### config.mk
export PLATFORM = sky130hd
export DESIGN_NAME = oven_timer
export DESIGN_NICKNAME = d
export VERILOG_FILES = /design/src/rtl/oven_pkg.sv /design/src/rtl/oven_prescaler.sv /design/src/rtl/oven_timer.sv
export SDC_FILE = /design/constraint.sdc
export NUM_CORES = 1
export LEC_CHECK = 0
export BUFFER_PORTS_ARGS = -buffer_cell sky130_fd_sc_hd__buf_2
export CAP_MARGIN = 40
export CORE_AREA = 3 3 56 58
export DETAILED_ROUTE_END_ITERATION = 8
export DIE_AREA = 0 0 59 61
export PLACE_DENSITY = 0.81
export SETUP_SLACK_MARGIN = 0.15
export SYNTH_ARGS = -nofsm -noshare
export SYNTH_HDL_FRONTEND = slang
export SYNTH_SLANG_ARGS = --single-unit
### constraint.sdc
create_clock -name clk -period 3.99 [get_ports clk]
set_input_delay 0.1995 -clock clk [delete_from_list [all_inputs] [get_ports clk]]
set_output_delay 0.1995 -clock clk [all_outputs]
set_load 0.01 [all_outputs]
### src/rtl/oven_pkg.sv
`default_nettype none
// ============================================================================
//  Module   : oven_pkg
//  Purpose  : Shared types, cook-time constants and the selection decoder
//             used by the oven countdown engine.
//  Contents : timer_state_t  - countdown FSM states
//             T_S30/T_S60/T_S120 - selectable cook times in seconds
//             sel_to_secs()  - one-hot select to seconds (0 when invalid)
//  Revision : 1.0 - initial release
// ============================================================================
package oven_pkg;

   typedef enum logic [1:0] {
      IDLE  = 2'd0,
      RUN   = 2'd1,
      PAUSE = 2'd2,
      DONE  = 2'd3
   } timer_state_t;

   localparam int unsigned SECS_W = 8;
   localparam logic [SECS_W-1:0] T_S30  = 8'd30;
   localparam logic [SECS_W-1:0] T_S60  = 8'd60;
   localparam logic [SECS_W-1:0] T_S120 = 8'd120;

   // Exactly one select must be set; anything else decodes to 0, which the
   // caller treats as an invalid load.
   function automatic logic [SECS_W-1:0] sel_to_secs(input logic s30,
                                                     input logic s60,
                                                     input logic s120);
      logic [SECS_W-1:0] secs;
      case ({s30, s60, s120})
         3'b100:  secs = T_S30;
         3'b010:  secs = T_S60;
         3'b001:  secs = T_S120;
         default: secs = '0;
      endcase
      return secs;
   endfunction

endpackage
`default_nettype wire

### src/rtl/oven_prescaler.sv
`default_nettype none
// ============================================================================
//  Module   : oven_prescaler
//  Purpose  : Divides clk down to a one-second cadence for the countdown.
//  Ports    : clk   - system clock
//             reset - asynchronous active-low reset
//             en    - advance the counter this cycle (holds when low)
//             clr   - synchronous clear to 0 (wins over en)
//             tick  - counter sits at its terminal count; the wrap and the
//                     one-second event happen on the next enabled edge
//  Revision : 1.0 - initial release
// ============================================================================
module oven_prescaler #(
   parameter int TICKS_PER_SEC = 1000
) (
   input  logic clk,
   input  logic reset,
   input  logic en,
   input  logic clr,
   output logic tick
);

   localparam int CW = (TICKS_PER_SEC > 2) ? $clog2(TICKS_PER_SEC) : 1;
   localparam logic [CW-1:0] TERM = CW'(TICKS_PER_SEC - 1);

   logic [CW-1:0] cnt;

   always_ff @(posedge clk or negedge reset) begin
      if (!reset) begin
         cnt <= '0;
      end else if (clr) begin
         cnt <= '0;
      end else if (en) begin
         cnt <= (cnt == TERM) ? '0 : cnt + CW'(1);
      end
   end

   // Terminal-count indicator is independent of en so the parent can use it
   // to decide en without a combinational loop.
   assign tick = (cnt == TERM);

endmodule
`default_nettype wire

### src/rtl/oven_timer.sv
`default_nettype none
// ============================================================================
//  Module   : oven_timer
//  Purpose  : Cook-time countdown engine: latches 30/60/120 s, counts down
//             once per second with pause/resume/abort, pulses timeout.
//  Ports    : clk, reset (async active-low)
//             s30/s60/s120, time_set - cook-time selection and load
//             start_count/stop_count - run/resume and pause levels
//             clear       - synchronous abort to IDLE
//             timeout     - one-cycle pulse on expiry
//             running/paused - state indicators
//             remaining   - seconds left
//             sec_tick    - one-cycle pulse on each decrement
//             sel_err     - one-cycle pulse on an invalid load in IDLE
//  Revision : 1.0 - initial release
// ============================================================================
module oven_timer
   import oven_pkg::*;
#(
   parameter int TICKS_PER_SEC = 1000,
   parameter int CNT_W         = 8
) (
   input  logic             clk,
   input  logic             reset,
   input  logic             s30,
   input  logic             s60,
   input  logic             s120,
   input  logic             time_set,
   input  logic             start_count,
   input  logic             stop_count,
   input  logic             clear,
   output logic             timeout,
   output logic             running,
   output logic             paused,
   output logic [CNT_W-1:0] remaining,
   output logic             sec_tick,
   output logic             sel_err
);

   timer_state_t      state;
   logic              at_term;
   logic              pre_en;
   logic              pre_clr;
   logic              expire;
   logic [SECS_W-1:0] load_secs;

   assign load_secs = sel_to_secs(s30, s60, s120);

   // Expiry outranks stop_count, so the prescaler must still wrap on the
   // final second even if a pause is requested in that same cycle.
   assign expire  = (state == RUN) && at_term && (remaining == CNT_W'(1));
   assign pre_en  = (state == RUN) && (!stop_count || expire);
   // Holding the prescaler at 0 outside RUN/PAUSE guarantees a full first
   // second after every RUN entry from IDLE.
   assign pre_clr = clear || (state == IDLE) || (state == DONE);

   oven_prescaler #(
      .TICKS_PER_SEC(TICKS_PER_SEC)
   ) u_prescaler (
      .clk  (clk),
      .reset(reset),
      .en   (pre_en),
      .clr  (pre_clr),
      .tick (at_term)
   );

   always_ff @(posedge clk or negedge reset) begin
      if (!reset) begin
         state     <= IDLE;
         remaining <= '0;
         timeout   <= 1'b0;
         running   <= 1'b0;
         paused    <= 1'b0;
         sec_tick  <= 1'b0;
         sel_err   <= 1'b0;
      end else begin
         timeout  <= 1'b0;
         sec_tick <= 1'b0;
         sel_err  <= 1'b0;
         if (clear) begin
            state     <= IDLE;
            remaining <= '0;
            running   <= 1'b0;
            paused    <= 1'b0;
         end else begin
            case (state)
               IDLE: begin
                  // A load in the same cycle as start wins; RUN follows on a
                  // later cycle once remaining is non-zero.
                  if (time_set) begin
                     if (load_secs != '0) remaining <= CNT_W'(load_secs);
                     else                 sel_err   <= 1'b1;
                  end else if (start_count && (remaining != '0)) begin
                     state   <= RUN;
                     running <= 1'b1;
                  end
               end
               RUN: begin
                  if (expire) begin
                     state     <= DONE;
                     remaining <= '0;
                     timeout   <= 1'b1;
                     sec_tick  <= 1'b1;
                     running   <= 1'b0;
                  end else if (stop_count) begin
                     state   <= PAUSE;
                     running <= 1'b0;
                     paused  <= 1'b1;
                  end else if (at_term) begin
                     remaining <= remaining - CNT_W'(1);
                     sec_tick  <= 1'b1;
                  end
               end
               PAUSE: begin
                  if (start_count && !stop_count) begin
                     state   <= RUN;
                     running <= 1'b1;
                     paused  <= 1'b0;
                  end
               end
               DONE: begin
                  state <= IDLE;
               end
               default: begin
                  state <= IDLE;
               end
            endcase
         end
      end
   end

endmodule
`default_nettype wire

==> results of run 1 <==
==> per-layer routing <==
layer / up-vias / global-route usage (%)
met3: 9 / 3.404
met5: - / 0
met1: 783 / 30.96
met4: 0 / 11.65
met2: 58 / 41.96
li1: 759 / -
==> cell usage in the layout, fill, tap and decap left out, drive strengths merged, types with 3 or more instances in the layout <==
| cell | synthesis | final |
|---|---|---|
| dfrtp | 25 | 25 |
| buf | 3 | 22 |
| o21ai | 18 | 18 |
| nor2 | 15 | 15 |
| a21oi | 13 | 13 |
| nand3 | 11 | 11 |
| nand2 | 11 | 11 |
| inv | 10 | 10 |
| nor3 | 8 | 8 |
| nor4 | 6 | 6 |
| and3 | 5 | 5 |
| or3 | 5 | 5 |
| a31oi | 4 | 4 |
| clkbuf | 4 | 4 |
| nand2b | 3 | 3 |
| a221o | 3 | 3 |
| o31ai | 3 | 3 |
| ha | 3 | 3 |
==> sequential cells by signal, summed over array words and instances, names as in the netlist <==
register	flops
paused	1
remaining	8
running	1
sec_tick	1
sel_err	1
state	2
timeout	1
u_prescaler.cnt	10
==> critical path, stage by stage (launching register included) <==
cell and delay, ns:
dfrtp_1 0.41, ha_1 0.23, nand4_1 0.14, nor4_1 0.59, buf_4 0.26, o21ai_1 0.15
a221o_1 0.35, a32o_1 0.20
==> cell families after synthesis <==
| group | count (synthesis) | share of synthesized area, % |
|---|---|---|
| buf+inv | 17 | 4.199 |
| fa+ha+maj | 3 | 2.333 |
| xor+xnor | 2 | 1.089 |
| flops | 25 | 38.88 |
| mux | 2 | 1.244 |
| simple gates | 74 | 24.34 |
| compound gates | 63 | 27.92 |
==> power breakdown <==
group	internal [mW]	total (mW)	leakage, nW	switching (mW)
Sequential	0.272	0.297	0.343	0.0253
Combinational	0.0837	0.217	0.430	0.133
Clock	0.0392	0.118	0.0150	0.0784
==> timing repair <==
action                                  in CTS  in global routing
endpoints found under the setup margin       0                  0
hold buffers                                 1                  0
endpoints found under the hold margin       25                  0
==> worst min-delay path by stage <==
stage | endpoint | cells after the start | from
detailed placement | sec_tick | 1 | reset
CTS | sel_err | 2 | time_set
global placement | remaining[3] | 1 | reset
finish | sel_err | 2 | time_set
global route | sel_err | 2 | time_set
floorplan | paused | 0 | reset
==> through the flow <==
step,area (sq um),hold WS (ns),utilization [%],power [mW],setup WS [ns]
6_report,1767,0.2140,65.19,0.6318,1.558
4_1_cts,1767,0.2116,65.19,0.6295,1.600
5_1_grt,1767,0.2078,65.19,0.6676,1.306
2_1_floorplan,1609,-0.09609,-,0.4467,2.100
3_3_place_gp,1730,0.2108,63.85,0.5097,1.743
3_5_place_dp,1730,0.2173,63.85,0.5143,1.624
==> area by class of cell <==
| class | count | area, sq um | share of cell area [%] |
|---|---|---|---|
| inverters | 10 | 37.54 | 2.125 |
| multi-input cells | 144 | 915.9 | 51.84 |
| flip-flops and latches | 25 | 625.6 | 35.41 |
| repair buffers | 23 | 122.6 | 6.941 |
| clock buffers | 4 | 26.28 | 1.487 |
| well taps | 31 | 38.79 | 2.195 |
==> impl_metrics.ini, run 1 <==
[run_status]
outcome = finished clean

[grt]
overflow = 0
grt_pass1_wl_um = 6803
grt_max_degree = 26
grt_pass1_vias = 1503
antenna_found_initial = 0
grt_use_total_pct = 24.67

[logic_synthesis]
post-synth-top-area-cell = dfrtp_1
async_flop_share_pct = 100.0
yosys_warnings = 0
synth_most_common_cell = dfrtp_1
synth-seq-cells = 25
synth_top_cell_area_share_pct = 38.88
synth_cell_types = 47
synth_edf_count = 0
yosys-top-cells-area = dfrtp_1, o21ai_0, a21oi_1, nor2_1, nand3_1
seq_area_frac_synth_pct = 38.88
synth_ff_type = dfrtp_1
synth_common_cells = dfrtp_1, nor2_1, o21ai_0, a21oi_1
syn_inst = 186
avgSynthCellArea_sq_um = 8.651
netlist_area_sq_um = 1609
syn_nets = 198

[drt]
drt_iter0_drc = 108
finalWirelength_um = 4040
drtPass1Iterations = 4
met2WireLength_um = 2040
top_layer = met4
num_vias = 1609
drc = 0
wire_per_inst_um = 17.05
m1WireLength_um = 1761
vias_per_cell = 6.789
dr_wl_met3_um = 162
ant_nets = 0

[timing]
tightest_slew_ns = 0.8912
fin_crit_ns = 2.432
period_share_pct = 60.94
rsz0062_at_grt = false
drv_slew = 0
fin_tns_setup_ns = 0
max_slew_margin_pct = 39.83
finalSetupViolations = 0
finalHoldViolCount = 0
clock_skew_ns = 0.001592
fmax_ghz = 0.4112

[setup_path]
crit_type = reg2reg
cp.required_ns = 4.22
startpoint = u_prescaler.cnt[0]
rrSetupSlack_ns = 1.56
cp-start-kind = register
r2r_end = remaining[4]
r2r-start = u_prescaler.cnt[0]
endpoint_kind = register
worstPathMaxFanout = 7
arrival_ns = 2.66
setup.worst_path.end = remaining[4]
rr_worst_depth = 7

[clock_network]
post_cts_buffers = 0
insertion_delay_ns = 0.32
ctsRootBufferMaster = clkbuf_4
clk_path_buf_depth = 2
cts.repair.resized = 0
cts.sink_count = 25
cts_buffers = 3
cts_tree = yes
path_clk_slew_ns = 0.14
htree_levels = 1

[placement]
detailed_place_hpwl_um = 2995
dp.cells = 232
gp_congestion = 0.9708
portBuffers = 21

[floorplan]
start_util_pct = 59.37
die_x_um = 59
fp.dieArea_sq_um = 3599
fp.dieH_um = 61
rows = 19
core_area_sq_um = 2710
io_pins = 22

[finish]
fin_cells = 237
drive_gt1_share_pct = 15.05
area_growth_pct = 9.798
n_antenna_cell = 0
n_fill_cell = 237
nets = 219

[power_and_ir_drop]
p_leak_nw = 0.7885
power.density_nw_per_um2 = 357.6
peakVddDrop_v = 0.0002905

[worst_hold_path]
min_path_type = in2reg

[flow_run]
drv_cap = 0
Power figures use the tool's default switching activity.
==> run 2, diff against run 1 <==
--- a/config.mk
+++ b/config.mk
@@ -7,10 +7,10 @@
 export LEC_CHECK = 0
 export BUFFER_PORTS_ARGS = -buffer_cell sky130_fd_sc_hd__buf_2
 export CAP_MARGIN = 40
-export CORE_AREA = 3 3 56 58
+export CORE_AREA = 3 3 58 60
 export DETAILED_ROUTE_END_ITERATION = 8
-export DIE_AREA = 0 0 59 61
-export PLACE_DENSITY = 0.81
+export DIE_AREA = 0 0 61 63
+export PLACE_DENSITY = 0.76
 export SETUP_SLACK_MARGIN = 0.15
 export SYNTH_ARGS = -nofsm -noshare
 export SYNTH_HDL_FRONTEND = slang
==> constraint.sdc (replaced) <==
create_clock -name clk -period 2.4 [get_ports clk]
set_input_delay 0.12 -clock clk [delete_from_list [all_inputs] [get_ports clk]]
set_output_delay 0.12 -clock clk [all_outputs]
set_load 0.01 [all_outputs]
==> run 2 against run 1 <==
Net effect:
- combinational power grew 68%
- sequential power grew 66%
- critical path depth is the same
- non-clock buffer count grew 3
- via count grew 0.25%
- hold slack lost 0.058 ns
- wire length shrank 2.1%
- register-to-register slack lost 1.3 ns
- first-iteration DRC count grew 26%
==> impl_metrics.ini, run 2 (synthesis gave the netlist of run 1 again) <==
[run_status]
outcome = finished clean

[timing]
tightest_slew_ns = 0.8817
finalHoldViolCount = 0
rsz0062_at_grt = true
fin_tns_setup_ns = 0
fmax_ghz = 0.4646
period_share_pct = 89.69
drv_slew = 0
clock_skew_ns = 0.002031
max_slew_margin_pct = 40.47
finalSetupViolations = 0
fin_crit_ns = 2.153

[clock_network]
insertion_delay_ns = 0.30
htree_levels = 1
clk_path_buf_depth = 2
cts_tree = yes
path_clk_slew_ns = 0.13
cts.sink_count = 25
ctsRootBufferMaster = clkbuf_4
post_cts_buffers = 0
cts_buffers = 3

[finish]
final_common_cell = dfrtp_1
n_antenna_cell = 0
largest_reg_flops = 10
reg.largest.list = u_prescaler.cnt x10, remaining x8, state x2
final_cell_mix = dfrtp_1, buf_2, nor2_1, o21ai_0, a21oi_1
largest-register = u_prescaler.cnt
drive_gt1_share_pct = 16.75
area_growth_pct = 11.74
nets = 222

[placement]
detailed_place_hpwl_um = 2981
portBuffers = 21
gp_congestion = 0.9526

[grt]
grt_pass1_wl_um = 6637
grt_use_total_pct = 21.99
antenna_found_initial = 0
grt_max_degree = 26
overflow = 0
grt_pass1_vias = 1509

[setup_path]
rrSetupSlack_ns = 0.25
r2r_end = remaining[1]
r2r-start = u_prescaler.cnt[0]
worstPathMaxFanout = 10
crit_type = reg2reg
cp.required_ns = 2.64
cp-start-kind = register
arrival_ns = 2.39
endpoint_kind = register
rr_worst_depth = 7

[drt]
num_vias = 1613
drt_iter0_drc = 136
drc = 0
ant_nets = 0
wire_per_inst_um = 16.34
finalWirelength_um = 3955
vias_per_cell = 6.665
drtPass1Iterations = 6

[floorplan]
die_x_um = 61
rows = 20
core_area_sq_um = 2978
fp.dieArea_sq_um = 3843
io_pins = 22
start_util_pct = 54.03
fp.dieH_um = 63

[worst_hold_path]
min_from = time_set
min_path_type = in2reg
holdPathEnd = sel_err
hold_depth = 2

[flow_run]
drv_cap = 0

[power_and_ir_drop]
total_power_mw = 1.039
p_leak_nw = 0.8046
power.switching_uw = 375.2
swShare_pct = 36.09
p_int_uw = 664.3
pwr-share-clk_pct = 17.5
power_frac_comb_pct = 35.0
power.density_nw_per_um2 = 578.1
peakVddDrop_v = 0.0002540
seqPwrFrac_pct = 47.4
-- run 2: layout make-up --
cell class | instances | area, sq um
inverters | 10 | 37.54
fillers | 259 | 1180
repair buffers | 26 | 145.1
multi-input cells | 144 | 922.1
flip-flops and latches | 25 | 625.6
well taps | 33 | 41.29
clock buffers | 4 | 26.28
-- run 2: how the worst max path moves through the flow --
| stage | startpoint | to | slack [ns] | depth (start not counted) |
|---|---|---|---|---|
| after floorplan | u_prescaler.cnt[0] | u_prescaler.cnt[0] | 0.51 | 6 |
| after global placement | remaining[4] | remaining[3] | 0.36 | 5 |
| after detailed placement | remaining[4] | remaining[3] | 0.31 | 5 |
| after CTS | remaining[4] | remaining[3] | 0.29 | 5 |
| after global routing | u_prescaler.cnt[0] | remaining[1] | 0.13 | 7 |
| final | u_prescaler.cnt[0] | remaining[1] | 0.25 | 7 |
-- run 2: power by group through the flow --
stage                     Sequential (mW)  Clock [mW]  Combinational (mW)
after CTS                           0.493       0.191               0.359
after detailed placement            0.501           0               0.356
after global placement              0.498           0               0.351
final                               0.493       0.182               0.364
after global routing                0.500       0.219               0.403
after floorplan                     0.501           0               0.242
-- run 2: critical path, stage by stage, from the launching register on --
cell and delay [ns]:
dfrtp_1 0.41, ha_1 0.21, nand4_1 0.14, nor4_1 0.32, buf_4 0.24, o21ai_1 0.16, a21oi_1 0.38, mux2i_1 0.23
-- run 2: repair_timing --
action | in CTS | in global routing
endpoints found under the hold margin | 25 | 0
hold buffers | 1 | 0
gates resized for setup | 0 | 1
endpoints found under the setup margin | 0 | 2
-- run 2: through the flow --
| step | hold WS (ns) | area, sq um | setup slack (ns) | instances | utilization, % |
|---|---|---|---|---|---|
| floorplan | -0.1756 | 1609 | 0.5103 | 186 | - |
| global placement | 0.1349 | 1755 | 0.3590 | 237 | 58.95 |
| detailed placement | 0.1454 | 1755 | 0.3055 | 237 | 58.95 |
| CTS | 0.1411 | 1792 | 0.2868 | 242 | 60.17 |
| global route | 0.1238 | 1798 | 0.1321 | 242 | 60.38 |
| finish | 0.1559 | 1798 | 0.2475 | 242 | 60.38 |
-- run 2: metal layers --
metal  GRT usage, %  wire length (um)  up-vias
li1               -                 -      773
met4          10.03               109        0
met1          28.68              1657      748
met5              0                 0        -
met3          3.306               269       15
met2          34.89              1918       77
==> run 3, diff against run 2 <==
--- a/config.mk
+++ b/config.mk
@@ -10,8 +10,9 @@
 export CORE_AREA = 3 3 58 60
 export DETAILED_ROUTE_END_ITERATION = 8
 export DIE_AREA = 0 0 61 63
+export MAX_ROUTING_LAYER = met4
 export PLACE_DENSITY = 0.76
-export SETUP_SLACK_MARGIN = 0.15
+export SETUP_SLACK_MARGIN = 0.4
 export SYNTH_ARGS = -nofsm -noshare
 export SYNTH_HDL_FRONTEND = slang
 export SYNTH_SLANG_ARGS = --single-unit
==> run 3 against run 2 <==
Net effect:
- count of clock-buffer cells in the layout unchanged
- critical path depth down 1
- largest power group unchanged
- wire length up 7.0%
- clock skew down 0.00081 ns
- power up 5.0%
- hold slack worse by 0.0083 ns
- sequential share of layout area down 2.2 points
==> impl_metrics.ini, run 3 (synthesis gave the netlist of run 1 again) <==
[finish]
fin_cells = 247
drive_gt1_share_pct = 25.23
fin_area_sq_um = 1926
area_growth_pct = 19.67
n_antenna_cell = 0
nets = 227
largest_reg_flops = 10
reg.largest.list = u_prescaler.cnt x10, remaining x8, state x2
largest-register = u_prescaler.cnt
final_common_cell = dfrtp_1
final_cell_mix = dfrtp_1, buf_2, nor2_1, o21ai_0, nand2_1

[timing]
clock_skew_ns = 0.001224
finalSetupViolations = 0
finalHoldViolCount = 0
fin_crit_ns = 1.974
tightest_slew_ns = 0.7171
fin_tns_setup_ns = 0
period_share_pct = 82.23
max_slew_margin_pct = 51.43
rsz0062_at_grt = true
fmax_ghz = 0.5067
drv_slew = 0

[power_and_ir_drop]
power_frac_comb_pct = 37.2
power.switching_uw = 407.9
swShare_pct = 37.37
peakVddDrop_v = 0.0002430
p_int_uw = 683.6
pwr-share-clk_pct = 17.0
seqPwrFrac_pct = 45.9
total_power_mw = 1.091
p_leak_nw = 0.8361
power.density_nw_per_um2 = 566.8

[floorplan]
fp.dieArea_sq_um = 3843
rows = 20
start_util_pct = 54.03
io_pins = 22
die_x_um = 61
core_area_sq_um = 2978
fp.dieH_um = 63

[worst_hold_path]
min_path_type = in2reg

[grt]
overflow = 0
grt-busiest-layer = met2
grt.met1_usage_pct = 30.40
grt_pass1_wl_um = 7320
grt_use_total_pct = 24.89
antenna_found_initial = 0
grt_max_degree = 26
grtUsageMet3_pct = 3.512
grt_pass1_vias = 1679
use_met2_pct = 41.31

[setup_path]
arrival_ns = 2.18
cp_top_family = simple AND/OR/NAND/NOR gates
cp-start-kind = register
path_buf_inv = 0
endpoint_kind = register
cp.required_ns = 2.61
worstPathMaxFanout = 5
crit_chain = ha_4 > nand4_1 > or4_4 > a21oi_4 > o21ai_2 > a221o_1
slowest_stage = or4_4
max_stage_delay_ns = 0.51
crit_type = reg2reg

[drt]
finalWirelength_um = 4231
drt_iter0_drc = 121
drc = 0
ant_nets = 0
num_vias = 1640
wire_per_inst_um = 17.13
vias_per_cell = 6.640
drtPass1Iterations = 4

[flow_run]
drv_cap = 0

[clock_network]
insertion_delay_ns = 0.31
path_clk_slew_ns = 0.13
ctsRootBufferMaster = clkbuf_4
cts_buffers = 3
htree_levels = 1
clk_path_buf_depth = 2
cts_tree = yes
cts.sink_count = 25

[placement]
detailed_place_hpwl_um = 3021
dp.cells = 238
postPlaceCellArea_sq_um = 1763
gp_congestion = 0.9691
portBuffers = 21

[run_status]
outcome = finished clean
==> run 3: cell types whose count changed in the layout (fill, tap and decap cells not counted), sizes merged <==
cell  delta
buf      +5
==> run 3: per-stage QoR <==
stage | utilization [%] | hold WS, ns | worst slack, ns
2_1_floorplan | - | -0.1756 | 0.5103
3_5_place_dp | 59.20 | 0.1478 | 0.3585
3_3_place_gp | 59.20 | 0.1340 | 0.3480
5_1_grt | 64.66 | 0.1338 | 0.3152
6_report | 64.66 | 0.1476 | 0.4265
4_1_cts | 61.60 | 0.1348 | 0.4157
==> run 3: repair_timing <==
action | 4_1_cts | 5_1_grt
buffers inserted | 1 | 3
resized for setup | 5 | 16
endpoints found under the hold margin | 25 | 0
pin swaps | 1 | 5
hold buffers | 1 | 0
setup endpoints to repair | 11 | 19
==> run 3: area by class of cell <==
class | instances | area [sq um]
fillers | 243 | 1052
multi-input cells | 144 | 1010
flip-flops and latches | 25 | 628.1
repair buffers | 31 | 182.7
well taps | 33 | 41.29
inverters | 10 | 37.54
clock buffers | 4 | 26.28
==> run 3: worst reg2reg max path, cell delays in order, from the launching register on <==
cell and delay (ns):
dfrtp_1 0.43, ha_4 0.17, nand4_1 0.13, or4_4 0.51
a21oi_4 0.19, o21ai_2 0.10, a221o_1 0.35
==> run 3: metal layers <==
| metal | share of wire, % | wire length (um) |
|---|---|---|
| met5 | 0 | 0 |
| met4 | 2.2 | 94 |
| met3 | 5.2 | 218 |
| met2 | 52 | 2194 |
| met1 | 41 | 1723 |
==> run 3: worst paths after layout <==
check / cells after the start / startpoint / slack (ns) / endpoint
min in group asynchronous: 2 / reset / 0.32 / remaining[3]
worst min register to register: 1 / u_prescaler.cnt[9] / 0.50 / u_prescaler.cnt[9]
worst max-delay path: 6 / u_prescaler.cnt[1] / 0.43 / remaining[3]
worst max register to register: 6 / u_prescaler.cnt[1] / 0.43 / remaining[3]
worst min-delay path: 2 / time_set / 0.15 / sel_err
max in group asynchronous: 2 / reset / 1.67 / state[1]
==> run 3: power groups by stage <==
| stage | Clock, mW | Combinational [mW] | Sequential [mW] |
|---|---|---|---|
| 6_report | 0.185 | 0.406 | 0.500 |
| 5_1_grt | 0.221 | 0.448 | 0.508 |
| 4_1_cts | 0.196 | 0.368 | 0.493 |
| 3_5_place_dp | 0 | 0.356 | 0.500 |
| 3_3_place_gp | 0 | 0.355 | 0.498 |
| 2_1_floorplan | 0 | 0.242 | 0.501 |
